### src/rtl/pipe_ctrl_pkg.sv
// Shared control-bundle definitions for the decode/execute/memory/writeback
// control register chain.
package pipe_ctrl_pkg;

    localparam int ADDR_W   = 5;
    localparam int OP_W     = 4;
    localparam int BUNDLE_W = 1 + OP_W + 3 * ADDR_W;

    typedef struct packed {
        logic              valid;
        logic              alu_op;
        logic              imm_op;
        logic              mem_op;
        logic              write_op;
        logic [ADDR_W-1:0] rs_addr;
        logic [ADDR_W-1:0] rt_addr;
        logic [ADDR_W-1:0] rd_addr;
    } ctrl_t;

    localparam ctrl_t BUBBLE = '{
        valid:    1'b0,
        alu_op:   1'b0,
        imm_op:   1'b0,
        mem_op:   1'b0,
        write_op: 1'b0,
        rs_addr:  5'd0,
        rt_addr:  5'd0,
        rd_addr:  5'd0
    };

    localparam logic [ADDR_W-1:0] REG_ZERO = 5'd0;

endpackage

### src/rtl/ctrl_stage_reg.sv
// One pipeline stage of control fields; bubble forces the empty bundle on the
// next edge, reset clears it immediately.
module ctrl_stage_reg
    import pipe_ctrl_pkg::*;
(
    input  logic  clock,
    input  logic  reset,
    input  logic  bubble,
    input  ctrl_t d,
    output ctrl_t q
);

    always_ff @(posedge clock or posedge reset) begin
        if (reset) begin
            q <= BUBBLE;
        end else if (bubble) begin
            q <= BUBBLE;
        end else begin
            q <= d;
        end
    end

endmodule

### src/rtl/pipeline_ctrl_regs.sv
// Control-path register chain D -> E -> M with stall/flush bubble injection,
// writeback address/enable decode, and retire/stall performance counters.
module pipeline_ctrl_regs
    import pipe_ctrl_pkg::*;
#(
    parameter int CNT_W       = 32,
    parameter int STALL_CNT_W = 16
) (
    input  logic                   clock,
    input  logic                   reset,
    input  logic                   w_valid,
    input  logic                   w_alu_op,
    input  logic                   w_imm_op,
    input  logic                   w_mem_op,
    input  logic                   w_write_op,
    input  logic [4:0]             w_rs_addr_5,
    input  logic [4:0]             w_rt_addr_5,
    input  logic [4:0]             w_rd_addr_5,
    input  logic                   w_stall,
    input  logic                   w_flush,
    output logic                   w_dvalid,
    output logic                   w_dalu_op,
    output logic                   w_dimm_op,
    output logic                   w_dmem_op,
    output logic                   w_dwrite_op,
    output logic [4:0]             w_drs_addr_5,
    output logic [4:0]             w_drt_addr_5,
    output logic [4:0]             w_drd_addr_5,
    output logic                   w_evalid,
    output logic                   w_ealu_op,
    output logic                   w_eimm_op,
    output logic                   w_emem_op,
    output logic                   w_ewrite_op,
    output logic [4:0]             w_ers_addr_5,
    output logic [4:0]             w_ert_addr_5,
    output logic [4:0]             w_erd_addr_5,
    output logic                   w_mvalid,
    output logic                   w_malu_op,
    output logic                   w_mimm_op,
    output logic                   w_mmem_op,
    output logic                   w_mwrite_op,
    output logic [4:0]             w_wb_regfile_addr_5,
    output logic                   w_wb_en,
    output logic                   w_fd_hold,
    output logic [CNT_W-1:0]       w_retired_cnt,
    output logic [STALL_CNT_W-1:0] w_stall_cnt
);

    ctrl_t dec;
    ctrl_t d_q;
    ctrl_t e_q;
    ctrl_t m_q;
    logic  d_bubble;

    assign dec = '{
        valid:    w_valid,
        alu_op:   w_alu_op,
        imm_op:   w_imm_op,
        mem_op:   w_mem_op,
        write_op: w_write_op,
        rs_addr:  w_rs_addr_5,
        rt_addr:  w_rt_addr_5,
        rd_addr:  w_rd_addr_5
    };

    // Flush and stall both replace the decode instruction with a bubble;
    // only the hold signal distinguishes them.
    assign d_bubble  = w_flush | w_stall;
    assign w_fd_hold = w_stall & ~w_flush;

    ctrl_stage_reg u_d_reg (
        .clock  (clock),
        .reset  (reset),
        .bubble (d_bubble),
        .d      (dec),
        .q      (d_q)
    );

    ctrl_stage_reg u_e_reg (
        .clock  (clock),
        .reset  (reset),
        .bubble (1'b0),
        .d      (d_q),
        .q      (e_q)
    );

    ctrl_stage_reg u_m_reg (
        .clock  (clock),
        .reset  (reset),
        .bubble (1'b0),
        .d      (e_q),
        .q      (m_q)
    );

    assign w_dvalid     = d_q.valid;
    assign w_dalu_op    = d_q.alu_op;
    assign w_dimm_op    = d_q.imm_op;
    assign w_dmem_op    = d_q.mem_op;
    assign w_dwrite_op  = d_q.write_op;
    assign w_drs_addr_5 = d_q.rs_addr;
    assign w_drt_addr_5 = d_q.rt_addr;
    assign w_drd_addr_5 = d_q.rd_addr;

    assign w_evalid     = e_q.valid;
    assign w_ealu_op    = e_q.alu_op;
    assign w_eimm_op    = e_q.imm_op;
    assign w_emem_op    = e_q.mem_op;
    assign w_ewrite_op  = e_q.write_op;
    assign w_ers_addr_5 = e_q.rs_addr;
    assign w_ert_addr_5 = e_q.rt_addr;
    assign w_erd_addr_5 = e_q.rd_addr;

    assign w_mvalid    = m_q.valid;
    assign w_malu_op   = m_q.alu_op;
    assign w_mimm_op   = m_q.imm_op;
    assign w_mmem_op   = m_q.mem_op;
    assign w_mwrite_op = m_q.write_op;

    // rs is carried into M for bypass symmetry but nothing at writeback reads it.
    logic [4:0] unused_m_rs;
    assign unused_m_rs = m_q.rs_addr;

    assign w_wb_regfile_addr_5 = (m_q.imm_op | m_q.mem_op) ? m_q.rt_addr : m_q.rd_addr;
    assign w_wb_en = m_q.valid
                   & (m_q.alu_op | (m_q.mem_op & ~m_q.write_op))
                   & (w_wb_regfile_addr_5 != REG_ZERO);

    always_ff @(posedge clock or posedge reset) begin
        if (reset) begin
            w_retired_cnt <= '0;
        end else if (m_q.valid) begin
            w_retired_cnt <= w_retired_cnt + CNT_W'(1);
        end
    end

    always_ff @(posedge clock or posedge reset) begin
        if (reset) begin
            w_stall_cnt <= '0;
        end else if (w_fd_hold && (w_stall_cnt != '1)) begin
            w_stall_cnt <= w_stall_cnt + STALL_CNT_W'(1);
        end
    end

endmodule

### config.mk
export PLATFORM = sky130hd
export DESIGN_NAME = pipeline_ctrl_regs
export DESIGN_NICKNAME = d
export VERILOG_FILES = /design/src/rtl/pipe_ctrl_pkg.sv /design/src/rtl/ctrl_stage_reg.sv /design/src/rtl/pipeline_ctrl_regs.sv
export SDC_FILE = /design/constraint.sdc
export NUM_CORES = 1
export LEC_CHECK = 0
export ABC_AREA = 1
export BUFFER_PORTS_ARGS = -buffer_cell sky130_fd_sc_hd__buf_2
export CAP_MARGIN = 30
export CORE_ASPECT_RATIO = 0.5
export CORE_UTILIZATION = 40
export CTS_CLUSTER_DIAMETER = 30
export DETAILED_ROUTE_END_ITERATION = 7
export SLEW_MARGIN = 10
export SYNTH_ARGS = -nofsm -noshare
export SYNTH_HDL_FRONTEND = slang
export SYNTH_SLANG_ARGS = --single-unit
export TNS_END_PERCENT = 5
### constraint.sdc
create_clock -name clock -period 3.95 [get_ports clock]
set_clock_uncertainty 0.2 [all_clocks]
set_input_delay 0.79 -clock clock [delete_from_list [all_inputs] [get_ports clock]]
set_output_delay 0.79 -clock clock [all_outputs]
set_load 0.02 [all_outputs]
==> results of run 1 <==
-- routing by layer --
| metal | global-route usage, % | vias to the layer above |
|---|---|---|
| met5 | 0 | - |
| met3 | 3.77 | 15 |
| met2 | 30.4 | 59 |
| li1 | - | 1789 |
| met4 | 6.57 | 0 |
| met1 | 23.6 | 1643 |
-- stage by stage --
stage               power (uW)  hold slack [ps]  setup slack, ps  area [sq um]  cells
floorplan                 1410              294              256          4380    498
global placement          1530              152             1510          5170    759
detailed placement        1530              153             1460          5170    759
CTS                       2510              170             1200          5500    775
global route              2580              176             1080          5500    775
finish                    2480              171             1230          5500    775
-- final cells by class --
cell class	instances	area share (%)
clock buffer	9	4.09
clock inverter	7	1.86
inverter	73	5.03
multi-input combinational	319	27.4
sequential	103	46.9
tap	140	3.18
timing repair buffer	124	11.6
-- flip-flops by register name, summed over array words and instances, names as in the netlist --
| signal | count |
|---|---|
| u_d_reg.q | 20 |
| u_e_reg.q | 20 |
| u_m_reg.q | 15 |
| w_retired_cnt | 32 |
| w_stall_cnt | 16 |
-- power groups by stage --
| stage | Combinational, uW | Sequential, uW | Clock (uW) |
|---|---|---|---|
| 6_report | 314 | 1190 | 972 |
| 5_1_grt | 352 | 1200 | 1030 |
| 4_1_cts | 320 | 1190 | 995 |
| 3_5_place_dp | 319 | 1210 | 0 |
| 3_3_place_gp | 319 | 1210 | 0 |
| 2_1_floorplan | 134 | 1280 | 0 |
-- kinds of logic (layout without fill, tap and decap cells) --
family                     count (synthesis)  after routing  synth area share, %
AOI/OAI and AO/OA                         11             11                 1.51
xor gates and xnor gates                  27             27                 5.40
adders and majority gates                  2              2                0.571
buffers and inverters                     76            213                 6.69
DFF                                      103            103                 58.9
and+or+nand+nor                          279            279                 27.0
-- cells in the mapped netlist --
cell      instances
clkbuf_1          2
xnor2_1          13
nand4_1          20
o21ai_0          10
xor2_1           14
inv_2             3
inv_1            70
or2_2             1
ha_1              2
nor3_1            4
nor2_2            2
o21ai_4           1
nor2_1           71
nand3_1          21
nor2_4            3
and2_1            1
nand2_2           2
nand3b_1          4
nand2_1         150
buf_6             1
dfrtp_1         103
-- critical path: stages (launching register included) --
cell,delay [ps]
dfrtp_1,420
nor2_1,310
nand2_1,80
o21ai_0,110
nand3_1,110
nor2_1,140
nor2_1,50
buf_2,160
-- how the worst max path moves through the flow --
stage                                  from  depth (start not counted)  slack, ps                     end
global placement                    w_flush                          3       1510               w_fd_hold
floorplan                             reset                          1        260  u_d_reg.q[0]$_DFF_PP0_
detailed placement                  w_flush                          3       1460               w_fd_hold
finish              u_m_reg.q[16]$_DFF_PP0_                          7       1230                 w_wb_en
global route        u_m_reg.q[16]$_DFF_PP0_                          7       1080                 w_wb_en
CTS                 u_m_reg.q[16]$_DFF_PP0_                          7       1200                 w_wb_en
-- cells in the final DEF (no fill, tap or decap), types with 2 or more instances in the layout --
cell,instances
buf_2,123
bufinv_16,2
clkbuf_16,9
dfrtp_1,103
ha_1,2
inv_1,69
inv_2,3
inv_6,2
nand2_1,150
nand2_2,2
nand3_1,21
nand3b_1,4
nand4_1,20
nor2_1,71
nor2_2,2
nor2_4,3
nor3_1,4
o21ai_0,10
xnor2_1,13
xor2_1,14
==> results.json, run 1 <==
{
  "grt_max_degree": 65,
  "cts_tree": "yes",
  "min_period_ps": 2720,
  "clockRootBuffer": "clkbuf_16",
  "die_width_microns": 150,
  "worstHoldPathCells": 0,
  "multi_input_comb_area_sq_um": 1510,
  "grt_antenna_before_repair": 0,
  "yosysTopAreaCellShare_pct": 58.9,
  "synth.ff_latch_count": 103,
  "clockBufferDepth": 2,
  "report.final.setup_viol": 0,
  "wl_met2_microns": 4880,
  "startpoint_type": "register",
  "grt_usage_pct": 18.3,
  "clock_tree.htree_level_count": 3,
  "wl_per_cell_microns": 12.5,
  "fp.dieArea_sq_um": 11400,
  "final_min_period_over_clock_period_pct": 68.8,
  "seq_area_frac_synth_pct": 58.9,
  "netlist.top_cell.by_area": "dfrtp_1",
  "vdd_ir_drop_max_mv": 0.268,
  "tritoncts.num_buffers": 9,
  "relSlewSlack_pct": 47.1,
  "cts_num_sinks": 103,
  "timing.critical_path.required_ps": 2960,
  "switching_power_uw": 684,
  "power.density_cell_area_nw_per_um2": 450,
  "core.rowCount": 26,
  "worstReg2RegEnd": "w_stall_cnt[15]$_DFFE_PP0P_",
  "critical_path.endpoint_type": "output port",
  "synth_fp_nets": 524,
  "initial_core_util_pct": 42.1,
  "grt_pass1_vias": 3259,
  "maxCapViolations": 0,
  "topRoutingLayerUsed": "met4",
  "p_clk_share_pct": 39.3,
  "grt_pass1_wl_microns": 16100,
  "place.detailed.hpwl_microns": 7220,
  "count_of_filler_cells_inserted_in_the_layout": 993,
  "fin_nets": 656,
  "drcViolationCount": 0,
  "placement.io_buffers": 123,
  "leakage_uw": 0.00308,
  "die_h_microns": 76.0,
  "worstSkewPairLatency_ps": 350,
  "hp-class": "register to register",
  "post_synth_main_area_contributors": "dfrtp_1 59%, nand2_1 13%, nor2_1 6.1%",
  "reg2reg_slack_ps": 1750,
  "timing_max_transition_violations_final": 0,
  "worst_ep_arrival_time_ps": 1730,
  "postCtsResizedCells": 0,
  "clkSlewWorstSetupHoldPaths_ps": 70,
  "power.internal_uw": 1790,
  "area_growth_syn_to_layout_pct": 25.6,
  "post_synth.cell_area_avg_sq_um": 8.79,
  "sequential_cell_area_sq_um": 2580,
  "postLayoutCoreUtil_pct": 52.8,
  "sequentialPowerShare_pct": 48.1,
  "n_antenna_cell": 0,
  "grt_overflow_total": 0,
  "worst_path_fanout_max": 7,
  "yosysWarningCount": 0,
  "post_synth_inst_count": 498,
  "netSwitchingFraction_pct": 27.6,
  "io_pins": 124,
  "holdBufCountCts": 0,
  "via_count": 3506,
  "wl_microns": 9680,
  "status": "finished clean",
  "postCtsSetupBuffers": 0,
  "worst_slew_pin_slew_ps": 793,
  "synth_cell_type_count": 21,
  "holdCritStartpoint": "u_d_reg.q[12]$_DFF_PP0_",
  "share_comb_of_total_power_pct": 12.7,
  "max_freq_ghz": 0.368,
  "fp.coreArea_sq_um": 10400,
  "drt_first_iter_violations": 153,
  "hold_path_end": "u_e_reg.q[12]$_DFF_PP0_",
  "place.gp.congestion": 0.816,
  "route.antenna.remaining_nets": 0,
  "wl_met3_microns": 307,
  "r2r-start": "w_stall_cnt[0]$_DFFE_PP0P_",
  "setup-tns-final_ps": 0,
  "fraction_of_layout_instances_using_a_drive_strength_above_1_pct": 24.1,
  "first_pass_iters": 4,
  "syn-cell-area_sq_um": 4380,
  "hold_violations": 0,
  "rsz0062_at_grt": "no",
  "path_class": "register to output port",
  "detail_route.vias_per_cell": 4.52,
  "ff2ff_path_depth": 8,
  "wl_met1_microns": 4340
}
Note: power is estimated with default switching activity, not from simulation.
==> run 2: changes to the inputs <==
Settings changed: ABC_AREA 1 to 0, PLACE_DENSITY from default to 0.66.
Clock period 3.95 ns to 2.8 ns, I/O delays scaled along.
==> run 2 against run 1 <==
First-iteration DRC count fell by 27%; die area fell by 13%; count of clock-buffer cells in the layout unchanged; final cell count down 32%; combinational power grew 33%; routed wire length down 21%; largest power group unchanged; highest routed layer unchanged.
==> results.json, run 2 <==
{
  "busiest_layer": "met2",
  "first_pass_iters": 4,
  "worst_path_fanout_max": 5,
  "worst_ep_arrival_time_ps": 1920,
  "clockBufferDepth": 2,
  "async_flop_share_pct": 100,
  "wl_per_cell_microns": 14.4,
  "via_count": 2469,
  "largest_register_ff_count": 32,
  "initial_core_util_pct": 42.3,
  "grt_overflow_total": 0,
  "placed_cell_area_sq_um": 4570,
  "vdd_ir_drop_max_mv": 0.469,
  "grt_usage_pct": 16.7,
  "worst_slew_pin_slew_ps": 488,
  "leakage_uw": 0.00262,
  "rsz0062_at_grt": "no",
  "fraction_of_layout_instances_using_a_drive_strength_above_1_pct": 38.5,
  "hp-class": "input port to asynchronous set/reset pin",
  "core.rowCount": 24,
  "yosysTopAreaCellShare_pct": 68.2,
  "clkSlewWorstSetupHoldPaths_ps": 70,
  "max_freq_ghz": 0.373,
  "seq_area_frac_synth_pct": 68.2,
  "n_antenna_cell": 0,
  "grt_max_degree": 70,
  "drcViolationCount": 0,
  "route.antenna.remaining_nets": 0,
  "global_route.usage.met3_pct": 5.08,
  "status": "finished clean",
  "post_synth_inst_count": 274,
  "setup-tns-final_ps": 0,
  "place.gp.congestion": 0.813,
  "tritoncts.num_buffers": 9,
  "synth_cell_type_count": 29,
  "area_growth_syn_to_layout_pct": 29.3,
  "detail_route.vias_per_cell": 4.66,
  "fp.dieArea_sq_um": 9870,
  "drt_first_iter_violations": 112,
  "power.density_cell_area_nw_per_um2": 708,
  "layout.cells.most_common": "buf_2",
  "fin_nets": 434,
  "clock_tree.htree_level_count": 3,
  "gr-usage-met1_pct": 21.4,
  "place.detailed.hpwl_microns": 5540,
  "syn-cell-area_sq_um": 3780,
  "startpoint_type": "register",
  "timing_max_transition_violations_final": 0,
  "path_class": "register to output port",
  "postCtsResizedCells": 0,
  "yosysWarningCount": 0,
  "fp.coreArea_sq_um": 8950,
  "timing.critical_path.required_ps": 2040,
  "grt_pass1_vias": 2364,
  "worstSkewPairLatency_ps": 340,
  "die_width_microns": 139,
  "grt_antenna_before_repair": 0,
  "post_synth.cell_area_avg_sq_um": 13.8,
  "yosys.cell_count.top_type": "dfrtp_1",
  "final_min_period_over_clock_period_pct": 95.8,
  "largest_register": "w_retired_cnt",
  "netlist.top_cell.by_area": "dfrtp_1",
  "critical_path.endpoint_type": "output port",
  "count_of_filler_cells_inserted_in_the_layout": 782,
  "ys_dominant_reg_cell": "dfrtp_1",
  "wl_microns": 7620,
  "synth_fp_nets": 300,
  "finish.instance_area_sq_um": 4890,
  "die_h_microns": 70.8,
  "postCtsSetupBuffers": 0,
  "placement.io_buffers": 123,
  "hold_violations": 0,
  "min_period_ps": 2680,
  "post_synth_main_area_contributors": "dfrtp_1 68%, xnor2_1 8.1%, and2_1 3.5%",
  "synth.ff_latch_count": 103,
  "synth_edf_count": 0,
  "cts_tree": "yes",
  "maxCapViolations": 0,
  "cts_num_sinks": 103,
  "report.final.setup_viol": 0,
  "groute.layer.met2.usage_pct": 26.5,
  "io_pins": 124,
  "holdBufCountCts": 0,
  "relSlewSlack_pct": 67.2,
  "largest_registers": "w_retired_cnt x32, u_d_reg.q x20, u_e_reg.q x20",
  "grt_pass1_wl_microns": 12300,
  "layout_common_cells": "123 x buf_2, 103 x dfrtp_1, 35 x xnor2_1",
  "synth.top_cells.by_count": "103 x dfrtp_1, 35 x xnor2_1, 21 x and2_1, 17 x nand3_1, 14 x nand4_1",
  "clockRootBuffer": "clkbuf_16"
}
==> run 2: changes by cell type in the layout (fill, tap and decap cells not counted), sizes merged, moves of 7 or more <==
cell	delta
xnor2	+22
nor2	-63
and2	+20
nand2	-140
inv	-71
mux2	+7
o21ai	-10
==> run 2: logic make-up (layout without fill, tap and decap cells) <==
logic type      after synthesis  count (layout)  share of synthesized area, %
fa+ha+maj                     2               2                         0.662
flops                       103             103                          68.2
simple gates                104             104                          17.2
xor+xnor                     44              44                          10.2
compound gates                6               6                         0.893
mux                           7               7                          2.08
buf+inv                       8             147                         0.827
==> run 2: critical path, cell delays in order, from the launching register on <==
cell and delay [ps]:
dfrtp_1 380, nor2_1 350, mux2_2 400, nor3_1 200, a21oi_1 90, buf_2 160
==> run 2: worst paths after layout <==
kind / end / start / depth (start not counted) / slack (ps)
max: w_wb_en / u_m_reg.q[16]$_DFF_PP0_ / 5 / 120
min: u_e_reg.q[11]$_DFF_PP0_ / reset / 3 / 110
max reg2reg: w_retired_cnt[26]$_DFFE_PP0P_ / w_retired_cnt[0]$_DFFE_PP0P_ / 5 / 840
min reg2reg: u_e_reg.q[17]$_DFF_PP0_ / u_d_reg.q[17]$_DFF_PP0_ / 0 / 170
max in group asynchronous: u_e_reg.q[19]$_DFF_PP0_ / reset / 3 / 1920
min in group clock: u_e_reg.q[17]$_DFF_PP0_ / u_d_reg.q[17]$_DFF_PP0_ / 0 / 170
==> run 2: area by class of cell <==
class | count | area [sq um] | share of cell area (%)
Multi-Input combinational cell | 163 | 1170 | 24.0
Sequential cell | 103 | 2580 | 52.7
Clock inverter | 7 | 95.1 | 1.94
Clock buffer | 9 | 225 | 4.61
Timing Repair Buffer | 126 | 651 | 13.3
Inverter | 5 | 22.5 | 0.461
Tap cell | 117 | 146 | 2.99
==> run 2: metal layers <==
layer | part of all wire (%) | up-vias
met1 | 46 | 1207
met3 | 3.6 | 12
met4 | 1.9 | 0
met2 | 49 | 49
li1 | - | 1201
met5 | 0 | -
==> run 2: metrics by stage <==
stage	utilization [%]	instances	setup WS [ps]	total power (uW)	hold slack [ps]
CTS	54.6	530	68.5	3510	135
global route	54.6	530	15.9	3610	157
finish	54.6	530	119	3460	110
floorplan	-	274	504	1990	294
detailed placement	51.1	514	452	2170	154
global placement	51.1	514	553	2160	152
==> run 2: report_power, final <==
| group | leakage [uW] | switching, uW | internal [uW] | total [uW] |
|---|---|---|---|---|
| clock network | 0.000156 | 544 | 784 | 1330 |
| logic | 0.00108 | 255 | 162 | 417 |
| registers | 0.00138 | 129 | 1590 | 1720 |
